==> src/rtl/rr_arbiter_sync.sv <==
// -----------------------------------------------------------------------------
// rr_arbiter_sync
//
// Clocked NREQ-way round-robin arbiter. It shares one downstream 4-phase
// (return-to-zero) bundled-data channel between NREQ upstream 4-phase
// channels. Only one handshake is in flight at a time. The granted
// requester's data is captured into a register when the grant is issued and
// held stable for the whole downstream handshake. Every output comes from a
// register, so there is no combinational path from any input to any output.
//
// Ports
//   clk    in   1        clock, rising edge
//   rst    in   1        asynchronous reset, active low
//   r_i    in   NREQ     per-requester 4-phase request
//   a_i    out  NREQ     per-requester acknowledge, one-hot or zero
//   d_i    in   NREQ*N   requester k data at d_i[k*N +: N]
//   r_o    out  1        downstream request
//   a_o    in   1        downstream acknowledge
//   d_o    out  N        downstream data, registered
//   gnt_o  out  NREQ     one-hot current grant, zero when idle
//
// Build option
//   SYNC_INPUTS_EN : when defined, r_i and a_o each pass through a 2-flop
//   synchronizer, so every handshake latency grows by two clock edges.
//   d_i is never synchronized; the source is trusted to present data
//   before raising its request (bundled-data timing).
// -----------------------------------------------------------------------------
module rr_arbiter_sync #(
  parameter int NREQ   = 4,
  parameter int N      = 8,
  parameter int NATIVE = 1
) (
  input  logic              clk,
  input  logic              rst,
  input  logic [NREQ-1:0]   r_i,
  output logic [NREQ-1:0]   a_i,
  input  logic [NREQ*N-1:0] d_i,
  output logic              r_o,
  input  logic              a_o,
  output logic [N-1:0]      d_o,
  output logic [NREQ-1:0]   gnt_o
);

  // NATIVE has no functional effect here; it is folded in as zero so the
  // parameter stays part of the interface.
  localparam int IW = $clog2(NREQ) + 0 * NATIVE;

  typedef enum logic [1:0] {
    IDLE,
    REQ,
    HOLD,
    REL
  } state_e;

  state_e          state_q;
  logic [IW-1:0]   ptr_q;
  logic [IW-1:0]   idx_q;
  logic [NREQ-1:0] gnt_q;
  logic [NREQ-1:0] ack_q;
  logic            reqOut_q;
  logic [N-1:0]    data_q;

  logic [NREQ-1:0] r_s;
  logic            a_s;

`ifdef SYNC_INPUTS_EN
  // Two-flop synchronizers on the handshake wires only.
  logic [NREQ-1:0] rMeta_q;
  logic [NREQ-1:0] rSync_q;
  logic            aMeta_q;
  logic            aSync_q;

  always_ff @(posedge clk or negedge rst) begin
    if (!rst) begin
      rMeta_q <= '0;
      rSync_q <= '0;
      aMeta_q <= 1'b0;
      aSync_q <= 1'b0;
    end else begin
      rMeta_q <= r_i;
      rSync_q <= rMeta_q;
      aMeta_q <= a_o;
      aSync_q <= aMeta_q;
    end
  end

  assign r_s = rSync_q;
  assign a_s = aSync_q;
`else
  assign r_s = r_i;
  assign a_s = a_o;
`endif

  // Round-robin pick. Candidates are scanned from the lowest priority
  // (ptr+NREQ-1) up to the highest (ptr), so the last hit written wins and
  // no "found" flag is needed. cand is one bit wider than ptr so the
  // wrap-around subtraction is exact for non-power-of-two NREQ.
  logic [IW-1:0] pickIdx;
  logic          pickValid;
  logic [IW:0]   cand;

  always_comb begin
    pickIdx   = '0;
    pickValid = 1'b0;
    cand      = '0;
    for (int off = NREQ - 1; off >= 0; off--) begin
      cand = {1'b0, ptr_q} + (IW + 1)'(off);
      if (cand >= (IW + 1)'(NREQ)) begin
        cand = cand - (IW + 1)'(NREQ);
      end
      if (r_s[cand[IW-1:0]]) begin
        pickIdx   = cand[IW-1:0];
        pickValid = 1'b1;
      end
    end
  end

  logic [NREQ-1:0] pickOneHot;
  logic [N-1:0]    pickData;
  logic [IW-1:0]   ptr_d;

  assign pickOneHot = {{(NREQ - 1){1'b0}}, 1'b1} << pickIdx;
  assign pickData   = d_i[int'(pickIdx) * N +: N];
  // Pointer moves just past the requester that was served.
  assign ptr_d      = (idx_q == IW'(NREQ - 1)) ? '0 : idx_q + 1'b1;

  // Handshake FSM. All outputs are registers updated here.
  always_ff @(posedge clk or negedge rst) begin
    if (!rst) begin
      state_q  <= IDLE;
      ptr_q    <= '0;
      idx_q    <= '0;
      gnt_q    <= '0;
      ack_q    <= '0;
      reqOut_q <= 1'b0;
      data_q   <= '0;
    end else begin
      case (state_q)
        IDLE: begin
          if (pickValid) begin
            gnt_q    <= pickOneHot;
            idx_q    <= pickIdx;
            data_q   <= pickData;
            reqOut_q <= 1'b1;
            state_q  <= REQ;
          end
        end
        // A requester dropping r_i here is ignored; the downstream
        // request already issued is carried through to its acknowledge.
        REQ: begin
          if (a_s) begin
            ack_q   <= gnt_q;
            state_q <= HOLD;
          end
        end
        HOLD: begin
          if (!r_s[idx_q]) begin
            reqOut_q <= 1'b0;
            state_q  <= REL;
          end
        end
        REL: begin
          if (!a_s) begin
            ack_q   <= '0;
            gnt_q   <= '0;
            ptr_q   <= ptr_d;
            state_q <= IDLE;
          end
        end
        default: state_q <= IDLE;
      endcase
    end
  end

  assign a_i   = ack_q;
  assign r_o   = reqOut_q;
  assign d_o   = data_q;
  assign gnt_o = gnt_q;

endmodule

==> config.mk <==
export PLATFORM = sky130hd
export DESIGN_NAME = rr_arbiter_sync
export DESIGN_NICKNAME = d
export VERILOG_FILES = /design/src/rtl/rr_arbiter_sync.sv
export SDC_FILE = /design/constraint.sdc
export NUM_CORES = 1
export LEC_CHECK = 0
export ABC_AREA = 0
export ABC_CLOCK_PERIOD_IN_PS = 2200
export CAP_MARGIN = 25
export CORE_MARGIN = 3
export CORE_UTILIZATION = 40
export CTS_BUF_LIST = sky130_fd_sc_hd__clkbuf_8 sky130_fd_sc_hd__clkbuf_16
export CTS_CLUSTER_DIAMETER = 50
export CTS_CLUSTER_SIZE = 30
export DETAILED_ROUTE_END_ITERATION = 7
export PLACE_DENSITY_LB_ADDON = 0.05
export SETUP_SLACK_MARGIN = 0.2
export SLEW_MARGIN = 20
export SYNTH_ARGS = -nofsm -noshare
export SYNTH_HDL_FRONTEND = slang
export SYNTH_SLANG_ARGS = --single-unit
export TNS_END_PERCENT = 20
==> constraint.sdc <==
create_clock -name clk -period 2.2 [get_ports clk]
set_input_delay 0.44 -clock clk [delete_from_list [all_inputs] [get_ports clk]]
set_output_delay 0.44 -clock clk [all_outputs]
set_load 0.02 [all_outputs]
; Word-level counts from Yosys, hierarchy flattened
; Cells that the tools add are included.
; Widths: inputs -> output; s select.
[totals]
reg_bits = 23
inputBits = 39
output_inout_bits = 17
elab_cells = 81
[classes]
add_sub_neg = 8
n_lt_le_gt_ge = 9
n_eq_ne = 8
shifts = 2
n_mux = 36
bitwise = 1
n_reduce_logical = 10
[op_table]
columns = cell, n
row1 = $shiftx 32x6->8, 1
row2 = $mux 2, 13
row3 = $pmux 4 s2, 2
row4 = $lt 2x3->1 const B, 5
row5 = $mux 4, 3
row6 = $mux 1, 11
row7 = $bmux 1 s2, 5
row8 = $ge 3x3->1 const B, 3
row9 = $reduce_and 3->1, 3
row10 = $ne 2x2->1 const B, 4
row11 = $pmux 2 s4, 1
row12 = $sub 2x1->2 const B, 4
row13 = $add 2x2->3 const B, 2
row14 = $eq 2x2->1 const B, 3
row15 = $reduce_bool 2->1, 3
row16 = $reduce_and 2->1, 2
row17 = $reduce_and 4->1, 1
row18 = $shl 1x2->4 const A, 1
row19 = $add 2x1->3 const B, 1
row20 = $ge 2x3->1 const B, 1
row21 = $add 2x1->2 const B, 1
row22 = $eq 2x1->1 const B, 1
row23 = $logic_not 2->1, 1
row24 = $pmux 1 s2, 1
row25 = $not 1->1, 1

; Depth between registers and ports, before layout
; Gate-level depths: netlist of run 1.
[logic_depth]
ltp_word = 12
mapped_depth = 7
mapped_depth_nobuf = 6

; Worst setup path after synthesis of run 1
; Ideal clock, no wire load.
[synth_timing]
path_type = in2reg
startpoint = input r_i[2]
endpoint = register data_q[0] (netlist: d_o[0])
setup_time_ns = 0.134
arrival_time_ns = 1.555
required_ns = 2.066
path_slack_ns = 0.511
stages = 6
n_path_buf = 1
cell_sequence = inv_1 o32a_4 and2_4 buf_6 a2111oi_2 a211oi_1
[synth_between]
elab_chain_cells = 7
word_cells_on_any_way = 18
cone_classes = shift (1) / mux (16) / reduce/logical (1)
[synth_rtl]
columns = element, line
row1 = "start, declared", 35  ; input logic [NREQ-1:0] r_i,
row2 = $bmux 1 s2, 111  ; if (r_s[cand[IW-1:0]]) begin
row3 = $mux 1 (implied by the code), 111
row4 = $mux 2 / $mux 1 (equally long branches) (4 in a row), 111
row5 = $shiftx 32x6->8 / $reduce_and 2->1 (equally long branches), n/a
row6 = "end signal, assigned", 143  ; data_q <= pickData;
row7 = "end, declared", 61  ; logic [N-1:0] data_q;
; Several ways; a longest one is shown, not always the timed one. The select of a mux whose other input is x is not followed.
; A chain may end at the register's enable or synchronous reset.

; Worst setup path after layout of run 1
[layout_timing]
startpoint = input r_i[0]
endpoint = register data_q[7] (netlist: d_o[7])
; Same word-level chain as after synthesis.

==> results of run 1 <==
## final cells by class
class / count / area (um^2)
well taps: 46 / 57.56
repair buffers: 68 / 678.2
clock inverters: 1 / 5.005
inverters: 4 / 15.01
multi-input cells: 103 / 837.1
flip-flops and latches: 23 / 575.6
clock buffers: 3 / 41.29
fillers: 302 / 1259
## logic make-up (layout without fill, tap and decap cells)
| kind of cell | count (synthesis) | in the layout | share of synthesized area (%) |
|---|---|---|---|
| AO/OA/AOI/OAI | 53 | 53 | 30.46 |
| buffers and inverters | 13 | 76 | 6.307 |
| multiplexers | 13 | 13 | 9.959 |
| flip-flops | 23 | 23 | 38.17 |
| AND/OR/NAND/NOR | 31 | 31 | 10.13 |
| adder cells (fa/ha/maj) | 6 | 6 | 4.979 |
## where the power goes
part / internal, uW / switching (uW)
registers: 619 / 146
clock network: 126 / 142
logic: 809 / 850
## metal layers
layer  wire length (um)  track usage, %  vias to the layer above
met2               1996           31.78                       41
met4                 68           6.582                        0
met1               1602           22.15                      665
met3                211           3.827                        8
li1                   -               -                      654
met5                  0               0                        -
## registers in the layout, summed over array words and instances, names as in the netlist
name     flops
d_o          8
a_i          4
gnt_o        4
idx_q        2
ptr_q        2
state_q      2
r_o          1
## path summary, 6_finish.rpt
check | start | end | slack, ns | depth (start not counted)
hold reg to reg | gnt_o[3] | gnt_o[3] | 0.54 | 1
min in group clk | gnt_o[3] | gnt_o[3] | 0.54 | 1
setup / recovery | r_i[0] | d_o[7] | 0.28 | 6
hold / removal | rst | a_i[2] | 0.53 | 2
max in group asynchronous | rst | d_o[6] | 1.43 | 2
setup reg to reg | state_q[0] | d_o[7] | 0.48 | 6
## per-stage QoR
step	hold WS [ns]	instances	area, um^2	setup TNS, ns	util (%)
after CTS	0.5343	248	2205	0	63.56
final	0.5280	248	2210	0	63.71
after floorplan	0.1444	139	1508	0	-
after global routing	0.5471	248	2210	0	63.71
after detailed placement	0.5246	244	2158	-0.5330	62.23
after global placement	0.5087	244	2158	-0.08509	62.23
## cells in the mapped netlist
library cell and number:
o21ai_0 7, mux2i_1 9, nor3_1 5, dfrtp_1 23, a21o_1 2, inv_1 4, or2b_2 1, and2_2 1
buf_6 3, buf_1 1, nand2b_1 2, mux4_1 1, a21oi_1 8, clkbuf_1 2, and2_4 1, nand2_1 5
nor4_1 1, nor2_1 11, o22a_2 1, nand2_2 1, buf_4 1, a2111oi_4 1, a21boi_1 1, a21boi_0 8
clkbuf_8 2, o31ai_1 1, a32o_1 2, o32a_4 1, ha_1 6, mux2_2 3, a2111oi_2 7, and2_1 1
nor2b_1 1, nand3_1 1, a22o_1 1, a22o_2 1, a211oi_1 12
==> metrics, run 1 <==
Hold Buf Count CTS 0; clock skew between 0.003 and 0.004 ns; share of the synthesized area in the top cell type roughly two fifths; commonest cells after routing, fill and taps aside 53 x clkdlybuf4s50_1, 23 x dfrtp_1, 12 x a211oi_1, 11 x nor2_1, 11 x buf_4; detailed-route wire length per cell about 16 um; Yosys cell types 37; Clock Sinks 23; Synth area leaders dfrtp_1 38%, a2111oi_2 7.0%, mux2i_1 6.0%; Rel. slew slack 70.35%; I/O pin total 56; H-Tree Depth 1; Die H just under 70 um; Worst Path Max Fanout 9; startpoint types input port; DIE WIDTH approximately 67 um; antenna violations before repair 0; Setup crit end kind register; Max Cap Viol 0; endpoints failing hold 0; Starting Density 43.47%; Core Area between 3000 and 4000 um^2; gr usage total a little under a fifth; first-pass GRT wire length about 6300 um; Gate Count Post-Synth about 140; Synth Warn # 0; Leak roughly 0.00093 uW; Final Setup Violations 0; PortBufs 55; DRT iter0 DRCs 41; NumNets Final about 250; Worst path top cell family by delay compound AO/OA/AOI/OAI gates; final wirelength 3878 um; fin. max-slew vios 0; maximum buffer depth of the clock tree 2; most common cell after layout, fill and taps aside clkdlybuf4s50_1; post-CTS sizing 0; status completed; die area between 4000 and 5000 um^2; Via-to-Cell Ratio between 5 and 6; DRC Markers 0; CP Class input port to register; CP required around 2.3 ns; Inserted Diodes 0; Tightest Pin Transition 0.4401 ns; largest area contributor in the netlist dfrtp_1; Final ANT Viol Nets 0; pre-CTS WS -0.07661 ns; Root Driver clkbuf_8; fin crit share between 80 and 90%; RSZ-0062 raised after global routing yes; Rows 21; TritonCTS buffer count 3; Skew-Pair Late Insertion Delay approximately 0.26 ns; Worst EP arrival around 2 ns; Synth-to-Final Area Change 46.56%; Post-DP HPWL just over 3000 um; Pre-antenna DRT Iters 2; gr ovfl total 0; Slowest-stage cell, CP clkdlybuf4s50_1; final setup margin 0.2801 ns; worst vdd ir slightly below 0.5 mV; Buf+Inv Stages, Crit Path 1; share of layout cells above drive strength 1 roughly 17%; Via Count ~1,400; Final min period around 1.9 ns; Clock Pin Slew Worst Setup and Hold Paths approximately 0.090 ns; number of global-route vias before repair roughly 1,400; Max Clock Freq 0.5209 GHz; CP peak stage delay about 0.56 ns; post-synthesis sequential area ratio between 30% and 40%; cell chain of the critical path clkdlybuf4s50_1 -> a21boi_1 -> o32a_4 -> and2_4 -> a2111oi_2 -> a211oi_1; total power 2692 uW; largest net degree at the start of global routing 24; pwr/cell area ~1200 nW/um^2; Min-Delay Path Class input port to asynchronous set/reset pin; Post-CTS Setup Repair Bufs 0; syn avg cell area 10.85 um^2; Post-Syn Area between 1500 and 2000 um^2; synthesized flop and latch total 23; TritonCTS clock tree built; gpl congestion slightly above 0.8; syn nets 184
Note: power is estimated with default switching activity, not from simulation.
==> inputs of run 2 (changes only) <==
--- a/config.mk
+++ b/config.mk
@@ -7,7 +7,7 @@
 export LEC_CHECK = 0
 export ABC_AREA = 0
 export ABC_CLOCK_PERIOD_IN_PS = 2200
-export CAP_MARGIN = 25
+export CAP_MARGIN = 20
 export CORE_MARGIN = 3
 export CORE_UTILIZATION = 40
 export CTS_BUF_LIST = sky130_fd_sc_hd__clkbuf_8 sky130_fd_sc_hd__clkbuf_16
==> results of run 2 <==
The final DEF is identical to that of run 1; final timing and power are the same.
